<file path="src/rtl/soc_data_bus_demux.sv">
// CPU data-port demux: routes requests to SRAM, peripheral window, tohost register or unmapped.
// Optional feature macro DATA_BUS_ACCESS_CNT_EN adds read/write access counters above tohost.
module soc_data_bus_demux #(
  parameter logic [31:0] SramBase      = 32'h8000_0000,
  parameter logic [31:0] SramSize      = 32'h0040_0000,
  parameter logic [31:0] PeriphBase    = 32'h0000_2000,
  parameter logic [31:0] PeriphSize    = 32'h0000_0100,
  parameter logic [31:0] TohostAddr    = 32'h0000_3000,
  parameter logic [31:0] UnmappedRdata = 32'hDEAD_BEEF
) (
  input  logic        clk_i,
  input  logic        rst_i,
  input  logic        cpu_req_i,
  output logic        cpu_gnt_o,
  input  logic [31:0] cpu_addr_i,
  input  logic [31:0] cpu_wdata_i,
  input  logic [31:0] cpu_strb_i,
  input  logic        cpu_we_i,
  output logic        cpu_rvalid_o,
  output logic [31:0] cpu_rdata_o,
  output logic        sram_req_o,
  output logic [31:0] sram_addr_o,
  output logic [31:0] sram_wdata_o,
  output logic [31:0] sram_strb_o,
  output logic        sram_we_o,
  input  logic [31:0] sram_rdata_i,
  output logic        periph_req_o,
  output logic [31:0] periph_addr_o,
  output logic [31:0] periph_wdata_o,
  output logic [31:0] periph_strb_o,
  output logic        periph_we_o,
  input  logic        periph_gnt_i,
  input  logic [31:0] periph_rdata_i,
  output logic        tohost_valid_o,
  output logic [31:0] tohost_data_o,
  output logic        unmapped_err_o
);

`ifdef DATA_BUS_ACCESS_CNT_EN
  typedef enum logic [2:0] {
    SEL_SRAM, SEL_PERIPH, SEL_TOHOST, SEL_UNMAP, SEL_CNT_RD, SEL_CNT_WR
  } sel_e;
  localparam logic [31:0] CntRdAddr = TohostAddr + 32'd4;
  localparam logic [31:0] CntWrAddr = TohostAddr + 32'd8;
`else
  typedef enum logic [1:0] {SEL_SRAM, SEL_PERIPH, SEL_TOHOST, SEL_UNMAP} sel_e;
`endif

  // Window test done in 33 bits so a window near the top of memory cannot wrap.
  function automatic logic in_window(input logic [31:0] addr, input logic [31:0] base,
                                     input logic [31:0] size);
    logic [32:0] off;
    off = {1'b0, addr} - {1'b0, base};
    return ({1'b0, addr} >= {1'b0, base}) && (off < {1'b0, size});
  endfunction

  sel_e        sel;
  logic        accept;
  logic        rvalid_q, rvalid_d;
  sel_e        rsel_q, rsel_d;
  logic        rwe_q, rwe_d;
  logic [31:0] tohost_q, tohost_d, tohost_merged;
  logic        tohost_valid_q, tohost_valid_d;
  logic [31:0] rdata_mux;

  always_comb begin
    sel = SEL_UNMAP;
    if (cpu_addr_i[31:2] == TohostAddr[31:2]) sel = SEL_TOHOST;
    else if (in_window(cpu_addr_i, PeriphBase, PeriphSize)) sel = SEL_PERIPH;
    else if (in_window(cpu_addr_i, SramBase, SramSize)) sel = SEL_SRAM;
`ifdef DATA_BUS_ACCESS_CNT_EN
    else if (cpu_addr_i[31:2] == CntRdAddr[31:2]) sel = SEL_CNT_RD;
    else if (cpu_addr_i[31:2] == CntWrAddr[31:2]) sel = SEL_CNT_WR;
`endif
  end

  assign cpu_gnt_o      = ~rst_i & ((sel == SEL_PERIPH) ? periph_gnt_i : 1'b1);
  assign accept         = cpu_req_i & cpu_gnt_o;

  assign sram_req_o     = ~rst_i & cpu_req_i & (sel == SEL_SRAM);
  assign sram_addr_o    = cpu_addr_i;
  assign sram_wdata_o   = cpu_wdata_i;
  assign sram_strb_o    = cpu_strb_i;
  assign sram_we_o      = cpu_we_i;
  assign periph_req_o   = ~rst_i & cpu_req_i & (sel == SEL_PERIPH);
  assign periph_addr_o  = cpu_addr_i;
  assign periph_wdata_o = cpu_wdata_i;
  assign periph_strb_o  = cpu_strb_i;
  assign periph_we_o    = cpu_we_i;

  always_comb begin
    rvalid_d       = accept;
    rsel_d         = rsel_q;
    rwe_d          = rwe_q;
    tohost_d       = tohost_q;
    tohost_valid_d = tohost_valid_q;
    tohost_merged  = (tohost_q & ~cpu_strb_i) | (cpu_wdata_i & cpu_strb_i);
    if (accept) begin
      rsel_d = sel;
      rwe_d  = cpu_we_i;
    end
    // Once a non-zero value has landed, tohost is frozen.
    if (accept && cpu_we_i && (sel == SEL_TOHOST) && !tohost_valid_q) begin
      tohost_d       = tohost_merged;
      tohost_valid_d = (tohost_merged != 32'd0);
    end
  end

  always_ff @(posedge clk_i) begin
    if (rst_i) begin
      rvalid_q       <= 1'b0;
      rsel_q         <= SEL_SRAM;
      rwe_q          <= 1'b0;
      tohost_q       <= 32'd0;
      tohost_valid_q <= 1'b0;
    end else begin
      rvalid_q       <= rvalid_d;
      rsel_q         <= rsel_d;
      rwe_q          <= rwe_d;
      tohost_q       <= tohost_d;
      tohost_valid_q <= tohost_valid_d;
    end
  end

`ifdef DATA_BUS_ACCESS_CNT_EN
  logic [31:0] rd_cnt_q, rd_cnt_d, wr_cnt_q, wr_cnt_d, cnt_rdata_q, cnt_rdata_d;

  // Counter reads return the value before this access's own increment.
  always_comb begin
    rd_cnt_d    = rd_cnt_q;
    wr_cnt_d    = wr_cnt_q;
    cnt_rdata_d = cnt_rdata_q;
    if (accept) begin
      cnt_rdata_d = (sel == SEL_CNT_WR) ? wr_cnt_q : rd_cnt_q;
      if (!cpu_we_i) begin
        if (rd_cnt_q != 32'hFFFF_FFFF) rd_cnt_d = rd_cnt_q + 32'd1;
      end else if (sel == SEL_CNT_RD) begin
        rd_cnt_d = 32'd0;
      end else if (sel == SEL_CNT_WR) begin
        wr_cnt_d = 32'd0;
      end else if (wr_cnt_q != 32'hFFFF_FFFF) begin
        wr_cnt_d = wr_cnt_q + 32'd1;
      end
    end
  end

  always_ff @(posedge clk_i) begin
    if (rst_i) begin
      rd_cnt_q    <= 32'd0;
      wr_cnt_q    <= 32'd0;
      cnt_rdata_q <= 32'd0;
    end else begin
      rd_cnt_q    <= rd_cnt_d;
      wr_cnt_q    <= wr_cnt_d;
      cnt_rdata_q <= cnt_rdata_d;
    end
  end
`endif

  always_comb begin
    rdata_mux = 32'd0;
    case (rsel_q)
      SEL_SRAM:   rdata_mux = sram_rdata_i;
      SEL_PERIPH: rdata_mux = periph_rdata_i;
      SEL_TOHOST: rdata_mux = tohost_q;
      SEL_UNMAP:  rdata_mux = UnmappedRdata;
`ifdef DATA_BUS_ACCESS_CNT_EN
      SEL_CNT_RD, SEL_CNT_WR: rdata_mux = cnt_rdata_q;
`endif
      default:    rdata_mux = 32'd0;
    endcase
  end

  // Gating with rst_i squashes a response already registered when reset arrives.
  assign cpu_rvalid_o   = rvalid_q & ~rst_i;
  assign cpu_rdata_o    = (cpu_rvalid_o & ~rwe_q) ? rdata_mux : 32'd0;
  assign unmapped_err_o = cpu_rvalid_o & (rsel_q == SEL_UNMAP);
  assign tohost_valid_o = tohost_valid_q;
  assign tohost_data_o  = tohost_q;

endmodule

</file>
<file path="config.mk">
export PLATFORM = sky130hd
export DESIGN_NAME = soc_data_bus_demux
export DESIGN_NICKNAME = d
export VERILOG_FILES = /design/src/rtl/soc_data_bus_demux.sv
export SDC_FILE = /design/constraint.sdc
export NUM_CORES = 1
export LEC_CHECK = 0
export CELL_PAD_IN_SITES_DETAIL_PLACEMENT = 0
export CELL_PAD_IN_SITES_GLOBAL_PLACEMENT = 1
export CORE_MARGIN = 4
export CORE_UTILIZATION = 18
export CTS_BUF_LIST = sky130_fd_sc_hd__clkbuf_4 sky130_fd_sc_hd__clkbuf_8 sky130_fd_sc_hd__clkbuf_16
export DETAILED_ROUTE_END_ITERATION = 6
export HOLD_SLACK_MARGIN = 0.03
export PLACE_DENSITY = 0.89
export SLEW_MARGIN = 20
export SYNTH_ARGS = -nofsm -noshare
export SYNTH_HDL_FRONTEND = slang
export SYNTH_SLANG_ARGS = --single-unit
export TNS_END_PERCENT = 20
</file>
<file path="constraint.sdc">
create_clock -name clk_i -period 2.1 [get_ports clk_i]
set_clock_uncertainty 0.2 [all_clocks]
set_input_delay 0.315 -clock clk_i [delete_from_list [all_inputs] [get_ports clk_i]]
set_output_delay 0.315 -clock clk_i [all_outputs]
set_load 0.01 [all_outputs]
</file>
==> summary by stage, run 1 <==
Flow run
The number of max-cap violations is 0.

Clock tree
The clock root buffer is sky130_fd_sc_hd__clkbuf_16. At the later pin of the worst-skew pair, clock insertion delay measures 290 ps. The total clock buffers created by CTS is 5. The H-tree was split into 2 levels. Clock-pin slew was measured on the worst setup and hold paths at 70 ps.

The clock passes through at most 2 buffers. TritonCTS built the clock tree. CTS saw 37 sinks.

Synthesis
When the netlist entered floorplanning its net count stood at 760. Yosys mapped the design onto 37 distinct sky130hd cell types. The area fraction of the dominant cell type after synthesis is 31.7%. The synthesized netlist cell count is 595.

Counting flops and latches in the post-synthesis netlist gives 37. Yosys attributes the largest share of cell area to sky130_fd_sc_hd__buf_4 32%, sky130_fd_sc_hd__dfxtp_1 16%, sky130_fd_sc_hd__mux2i_1 8.9%, sky130_fd_sc_hd__nand2_1 5.9%, sky130_fd_sc_hd__mux2_2 5.9%. The total of warnings raised by yosys is 0.

The sequential-to-total area share from yosys stat is 16.1%. The mean cell area of the mapped netlist is 7.72 um2. The cell area after synthesis is 4590 um2.

Of all cell types, the one taking the most synthesized area is sky130_fd_sc_hd__buf_4.

Global routing
Summed over all layers, the global routing overflow is 0. In the global route stage, overall resource usage came out at 16.1%. The first-pass GRT wire length is 35200 um. The number of antenna violations at the first check in global routing was 0.

The number of global-route vias before repair came to 5917. The pin count of the biggest net entering global routing is 35.

STA
The post-route worst hold slack is 295 ps. Timing would allow up to 0.436 GHz. For the finished layout, the period the worst path requires is 2300 ps.

The final-report hold violation count is 0. Setup violations remaining at the end of the flow were counted as 31. The count of pins over their slew limit was 0. The setup slack of the critical path after layout is -196 ps. The tightest slew margin relative to the limit is 73.7%. Setup repair after global routing could not meet its margin everywhere.

The worst path uses 109% of the clock period. The measured slew at the worst slew-check pin is 391 ps.

Pwr
The cell leakage power is 3.83 nW. Power spread over the standard cell area amounts to 341 nW/um2. The worst vdd rail ir drop is 261 uV.

Routing
The pre-antenna-repair detailed-routing pass consisted of 4 iterations. Detailed routing inserted a total of 5543 vias. The first routing iteration left 160 violations. In this run the remaining antenna-violating nets after routing total 0. For this block, the routed nets add up to 24100 um of wire. The detailed-route wire length per cell is 18.5 um.

In the routed design, unresolved DRC markers number 0. The vias per cell is 4.25.

Worst setup path
The depth of the worst register-to-register path is 9. The cell type of the slowest stage on the worst timing path is sky130_fd_sc_hd__nor4_2. The highest fanout seen on the critical path is 2.

For the worst setup path, the data required time is 1580 ps. The sort of element at the end of the critical path is an output pin. The category of the worst setup path launch point is an input port.

The largest stage delay on the critical path is 310 ps. Traced cell by cell, the critical path runs through dlygate4sd2_1 -> nor4_2 -> nand4_1 -> xor2_1 -> nand4_1 -> nor3_2 -> nor2_1 -> buf_4. The number of buffers and inverters on the critical path is 2. Data arrives at the worst endpoint at 1780 ps. The worst setup path is of the in2out kind. The worst-case register-to-register setup slack is -40 ps.

The cell type with the highest occurrence count on the critical path is sky130_fd_sc_hd__nand4_1. In this run the critical register-to-register path is captured at tohost_valid_o. The kind of cell adding the most delay to the critical path is simple AND/OR/NAND/NOR gates. The startpoint of the lowest-slack register-to-register path is tohost_data_o[14].

Final layout
The repair_antennas step left the layout with diodes totalling 0. Compared with the post-synthesis result, the final layout area differs by 107%. Measured on the finished design, the core utilization comes to 37.9%.

At the end of the flow, the number of nets in the layout was 1138. The fraction of layout instances using a drive strength above 1 is 37.2%.

Floorplan
The effective utilization at floorplan is 18.3%. The area of the placeable core is 25100 um2. After floorplanning, the core was divided into 58 placement rows. The number of top-level design ports is 429. The die boundary width is 168 um. The die is 168 um tall. The die area is 28100 um2.

Hold path
In this run the most critical hold path is launched from tohost_data_o[5]. The worst hold path terminates at tohost_data_o[5]. The class of the worst hold path is reg2reg. The worst hold path stage count is 2.

Placed design
After legalization and detailed placement, the total HPWL measured 19600 um. The total of buffers placed on input and output ports is 422. Routability-driven placement finished with a final weighted congestion of 0.960.

Status
The run finished, with violations left. The checks that failed: setup timing.
[cells in the mapped netlist]
| master | n |
|---|---|
| sky130_fd_sc_hd__buf_4 | 194 |
| sky130_fd_sc_hd__nand2_1 | 72 |
| sky130_fd_sc_hd__nor2_1 | 45 |
| sky130_fd_sc_hd__mux2i_1 | 41 |
| sky130_fd_sc_hd__dfxtp_1 | 37 |
| sky130_fd_sc_hd__mux2_2 | 24 |
| sky130_fd_sc_hd__o22ai_1 | 24 |
| sky130_fd_sc_hd__a21oi_1 | 20 |
| sky130_fd_sc_hd__a21oi_2 | 20 |
| sky130_fd_sc_hd__nand3_2 | 20 |
| sky130_fd_sc_hd__clkbuf_1 | 16 |
| sky130_fd_sc_hd__nand3_1 | 15 |
| sky130_fd_sc_hd__nand4_1 | 13 |
| sky130_fd_sc_hd__nor3_1 | 11 |
| sky130_fd_sc_hd__buf_6 | 6 |
| sky130_fd_sc_hd__nor4_1 | 5 |
| sky130_fd_sc_hd__buf_1 | 3 |
| sky130_fd_sc_hd__nor4_4 | 3 |
| sky130_fd_sc_hd__inv_1 | 2 |
| sky130_fd_sc_hd__nand2b_1 | 2 |
| sky130_fd_sc_hd__nor2b_1 | 2 |
| sky130_fd_sc_hd__nor4b_1 | 2 |
| sky130_fd_sc_hd__o2111ai_1 | 2 |
| sky130_fd_sc_hd__or4_1 | 2 |
| sky130_fd_sc_hd__xor2_1 | 2 |
| sky130_fd_sc_hd__a41oi_1 | 1 |
| sky130_fd_sc_hd__and2_1 | 1 |
| sky130_fd_sc_hd__and3_1 | 1 |
| sky130_fd_sc_hd__nand2b_2 | 1 |
| sky130_fd_sc_hd__nand3b_1 | 1 |
| sky130_fd_sc_hd__nand4b_1 | 1 |
| sky130_fd_sc_hd__nor4b_2 | 1 |
| sky130_fd_sc_hd__o21ai_0 | 1 |
| sky130_fd_sc_hd__o21ai_1 | 1 |
| sky130_fd_sc_hd__o31a_1 | 1 |
| sky130_fd_sc_hd__o31ai_2 | 1 |
| sky130_fd_sc_hd__or3b_4 | 1 |
[logic make-up (layout without fill, tap and decap cells)]
logic type,after synthesis,count (layout),share of synthesized area (%)
AOI/OAI and AO/OA,71,71,10.5
and+or+nand+nor,199,199,23.2
buffers and inverters,221,600,34.9
DFF,37,37,16.1
muxes,65,65,14.8
xor gates and xnor gates,2,2,0.382
[metal layers]
layer | track usage [%] | vias to the layer above | share of wire [%]
met3 | 3.78 | 41 | 7.0
met1 | 17.3 | 2588 | 38
met4 | 5.72 | 0 | 3.0
li1 | - | 2613 | -
met2 | 30.6 | 301 | 52
met5 | 0 | - | 0
[worst reg2reg max path, cell delays in order (launching register included)]
cell,delay (ps)
sky130_fd_sc_hd__dfxtp_1,310
sky130_fd_sc_hd__buf_4,140
sky130_fd_sc_hd__mux2i_2,230
sky130_fd_sc_hd__buf_4,160
sky130_fd_sc_hd__nand4_1,130
sky130_fd_sc_hd__nor4_4,340
sky130_fd_sc_hd__buf_4,170
sky130_fd_sc_hd__nand2_1,80
sky130_fd_sc_hd__a41oi_2,200
sky130_fd_sc_hd__nor2_1,50
[area by class of cell]
cell class	instances	area, um2
timing repair buffer	590	5490
tap	330	413
clock buffer	7	153
inverter	2	7.51
sequential	37	746
fill	2531	15600
multi-input combinational	337	2710
clock inverter	1	5.00
[cells in the final DEF (no fill, tap or decap), types with 10 or more instances in the layout]
cell type,synthesis,final
sky130_fd_sc_hd__mux2_4,0,20
sky130_fd_sc_hd__dlygate4sd2_1,0,11
sky130_fd_sc_hd__mux2i_1,41,38
sky130_fd_sc_hd__nand3_1,15,14
sky130_fd_sc_hd__a21oi_2,20,25
sky130_fd_sc_hd__dfxtp_1,37,35
sky130_fd_sc_hd__nand2_1,72,70
sky130_fd_sc_hd__o22ai_2,0,20
sky130_fd_sc_hd__nand3_2,20,20
sky130_fd_sc_hd__a21oi_1,20,14
sky130_fd_sc_hd__buf_4,194,144
sky130_fd_sc_hd__buf_6,6,10
sky130_fd_sc_hd__nand4_1,13,13
sky130_fd_sc_hd__buf_12,0,16
sky130_fd_sc_hd__buf_2,0,46
sky130_fd_sc_hd__clkdlybuf4s50_1,0,350
sky130_fd_sc_hd__nor2_1,45,41
[where the power goes]
group          internal [mW]  switching, mW
Combinational           1.01          0.670
Sequential             0.708        0.00993
Clock                  0.505          0.345
Total                   2.22           1.02
[flip-flops by register name, indices dropped and copies added (netlist names)]
name            flops
rsel_q              2
tohost_data_o      32
rwe_q               1
tohost_valid_o      1
rvalid_q            1
[worst max path at each step]
stage / startpoint / cells after the start / end / slack (ps)
after global placement: cpu_addr_i[16] / 7 / periph_req_o / -1040
after CTS: cpu_addr_i[18] / 8 / cpu_gnt_o / -310
after global routing: cpu_addr_i[20] / 9 / cpu_gnt_o / -280
after floorplan: cpu_addr_i[30] / 7 / tohost_data_o[17] / -10
after detailed placement: cpu_addr_i[16] / 7 / periph_req_o / -1080
final: cpu_addr_i[27] / 8 / cpu_gnt_o / -200
[what timing repair did]
item | 4_1_cts | 5_1_grt
resized for setup | 314 | 32
buffers inserted | 17 | 11
hold endpoints to repair | 0 | 0
hold buffers | 0 | 0
cloned | 2 | 0
pin swaps | 53 | 20
endpoints found under the setup margin | 75 | 71
[through the flow]
stage | std cells | setup WS, ps | TNS (ps) | total power [mW] | cell area [um2]
4_1_cts | 1296 | -306 | -3480 | 3.28 | 9420
5_1_grt | 1304 | -279 | -5670 | 3.42 | 9520
3_5_place_dp | 1271 | -1080 | -33460 | 2.26 | 8860
6_report | 1304 | -196 | -1830 | 3.25 | 9520
2_1_floorplan | 595 | -10.9 | -179 | 1.36 | 4600
3_3_place_gp | 1271 | -1040 | -32420 | 2.25 | 8860
No activity file was read; power rests on OpenSTA's default activity.
==> inputs of run 2 (changes only) <==
--- a/config.mk
+++ b/config.mk
@@ -12,7 +12,7 @@
 export CTS_BUF_LIST = sky130_fd_sc_hd__clkbuf_4 sky130_fd_sc_hd__clkbuf_8 sky130_fd_sc_hd__clkbuf_16
 export DETAILED_ROUTE_END_ITERATION = 6
 export HOLD_SLACK_MARGIN = 0.03
-export PLACE_DENSITY = 0.89
+export PLACE_DENSITY = 0.75
 export SLEW_MARGIN = 20
 export SYNTH_ARGS = -nofsm -noshare
 export SYNTH_HDL_FRONTEND = slang
==> summary by stage, run 2 (synthesized netlist as in run 1, its figures left out) <==
Worst setup path
Data arrives at the worst endpoint at 1820 ps. The sort of element at the end of the critical path is an output pin. The worst setup path is launched from an input port. The largest stage delay on the critical path is 350 ps. The critical path start-end classification is in2out.

The required time at the endpoint of the critical path is 1580 ps. Among all stages on the critical path, the largest delay is contributed by sky130_fd_sc_hd__nor4_4. Of all nets on the critical path, the largest fanout is 3. The signal on the critical path passes through buf_8 -> nor4_4 -> nand4b_1 -> o31ai_2 -> nand4_1 -> nor3_2 -> nor2_1 -> buf_4.

Routing
Summed over all layers, the routed wires come to 24400 um. The total number of vias is 5436. The detailed-route wire length per cell is 18.6 um.

The post-route DRC violation count is 0. The post-detailed-route count of antenna-violating nets is 0. The count of routing violations after the opening detailed-route iteration is 177. The first detailed-routing pass ran for 4 iterations. After detailed routing, the number of vias per cell comes to 4.15.

STA
The final-report hold violation count is 0. Of the available clock period, the critical path in the final layout requires 111%. Setup repair after global routing could not meet its margin everywhere. For the finished layout, the period the worst path requires is 2340 ps. The setup slack of the critical path after layout is -237 ps. Headroom to the max-slew limit came out at 77.4%. For the pin with the worst max-slew slack, the measured transition is 329 ps.

The count of pins over their slew limit was 0. The total of endpoints with negative setup slack in the final report is 27. Setup total negative slack on the finished layout was measured at -1950 ps. The post-route worst hold slack is 290 ps. For this run, the top clock speed supported by timing is 0.428 GHz.

Pwr
Combinational cells account for 52.2% of the total power. The analysis attributes to net switching a power of 0.956 mW. Across the VDD grid, the largest voltage drop is 224 uV.

The clock network accounts for 24.9% of the total power. The cell leakage power is 3.87 nW. The power density over cell area is 327 nW/um2.

Per report_power, the sequential group accounts for 22.9% of the total. The internal portion of the total power is 2.18 mW. The share of total power consumed by net switching is 30.4%. The overall power after layout is 3.14 mW.

Floorplan
The floorplan step defined a die boundary enclosing 28100 um2. The area of the placeable core is 25100 um2. The number of top-level design ports is 429. The total number of placement rows is 58. Once the floorplan was initialized, standard cells occupied 18.3% of the core. Measured along the y axis, the die boundary spans 168 um. The floorplan step set the die width to 168 um.

Hold path
The class of the worst hold path is reg2reg.

Global routing
The first global-routing pass estimated 34800 um of wire. The number of antenna violations at the first check in global routing is 0. Entering global routing, the biggest net connects 29 pins. The number of global-route vias before repair is 5826. The total overflow reported by the global router is 0.

Across every metal layer, demand over resource in global routing totals 16.2%.

Final layout
In the layout the commonest cells are 353 x sky130_fd_sc_hd__clkdlybuf4s50_1, 135 x sky130_fd_sc_hd__buf_4, 69 x sky130_fd_sc_hd__nand2_1, 43 x sky130_fd_sc_hd__nor2_1, 41 x sky130_fd_sc_hd__buf_2. Compared with the post-synthesis result, the final layout area differs by 109%. The most frequent standard cell in the layout excluding fill and tap cells is sky130_fd_sc_hd__clkdlybuf4s50_1.

Summing all non-filler instances in the final layout gives an area of 9600 um2. The antenna cell count is 0. The register with the most flip-flops in the layout has 32 of them. After the last flow step, the layout net total stands at 1144.

The fraction of layout instances using a drive strength above 1 is 36.6%.

Clock tree
TritonCTS built the clock tree. The maximum buffer depth of the clock tree is 2. Counting the buffers created by CTS gives 5. The clock sink count is 37. Clock tree synthesis selected as its root buffer the cell sky130_fd_sc_hd__clkbuf_16.

The clock insertion delay at the later pin of the skew report is 290 ps. After clock tree synthesis, the clock-pin slew on the worst setup and hold paths is 60 ps. CTS built an H-tree with a depth of 2.

Placed design
The pre-CTS setup slack is -1100 ps. The detailed placer's ending HPWL is 19500 um. Routability-driven placement finished with a final weighted congestion of 0.863. The total of buffers placed on input and output ports is 422. The placed instances occupy a cell area of 8730 um2.

Status
The final reports fail on setup timing. The flow ran to the end, but the final reports show violations.

Flow run
The tool flagged a number of max-cap violations equal to 0.
-- run 2: cell types whose count changed in the layout (fill, tap and decap cells not counted), moves of 3 or more --
| cell | previous run | this run |
|---|---|---|
| sky130_fd_sc_hd__buf_12 | 16 | 10 |
| sky130_fd_sc_hd__buf_16 | 1 | 6 |
| sky130_fd_sc_hd__buf_2 | 46 | 41 |
| sky130_fd_sc_hd__buf_4 | 144 | 135 |
| sky130_fd_sc_hd__buf_6 | 10 | 28 |
| sky130_fd_sc_hd__clkdlybuf4s50_1 | 350 | 353 |
-- run 2: metrics by stage --
stage                     instances  util, %
final                          1309     38.2
after global routing           1309     38.2
after CTS                      1296     37.1
after detailed placement       1260     34.8
after global placement         1260     34.8
after floorplan                 595        -
-- run 2: final timing paths --
path                            slack (ps)  cells past startpoint                end              start
worst max-delay path                  -240                      8          cpu_gnt_o     cpu_addr_i[19]
worst min-delay path                   290                      2  tohost_data_o[12]  tohost_data_o[12]
worst max register to register         120                      7     tohost_valid_o  tohost_data_o[10]
worst min register to register         290                      2  tohost_data_o[12]  tohost_data_o[12]
-- run 2: worst max-delay path: cells and delay by family --
kind                   cells  cell delay [ps]
buffers and inverters      2              270
AO/OA/AOI/OAI              1              240
AND/OR/NAND/NOR            5              990
-- run 2: cell type report --
type | count | area, um2
clock buffer | 7 | 146
tap | 330 | 413
multi-input combinational | 337 | 2650
sequential | 37 | 746
inverter | 2 | 7.51
fill | 2577 | 15500
timing repair buffer | 596 | 5640
-- run 2: repair_timing --
item | CTS | global route
gates cloned | 7 | 0
hold buffers | 0 | 0
resized for setup | 268 | 87
buffers inserted | 24 | 15
setup endpoints to repair | 73 | 72
pin swaps | 41 | 23
-- run 2: power by group through the flow --
stage                     combinational (mW)  clock, mW  sequential [mW]
after floorplan                        0.632          0            0.724
after global placement                  1.48          0            0.734
after detailed placement                1.48          0            0.734
after CTS                               1.57      0.829            0.722
after global routing                    1.73      0.862            0.721
final                                   1.64      0.781            0.720
-- run 2: routing by layer --
| metal | vias up | GRT usage (%) | routed length [um] |
|---|---|---|---|
| met2 | 269 | 30.7 | 12700 |
| met3 | 25 | 4.53 | 1890 |
| met5 | - | 0 | 0 |
| li1 | 2628 | - | - |
| met1 | 2514 | 17.6 | 9260 |
| met4 | 0 | 4.30 | 571 |
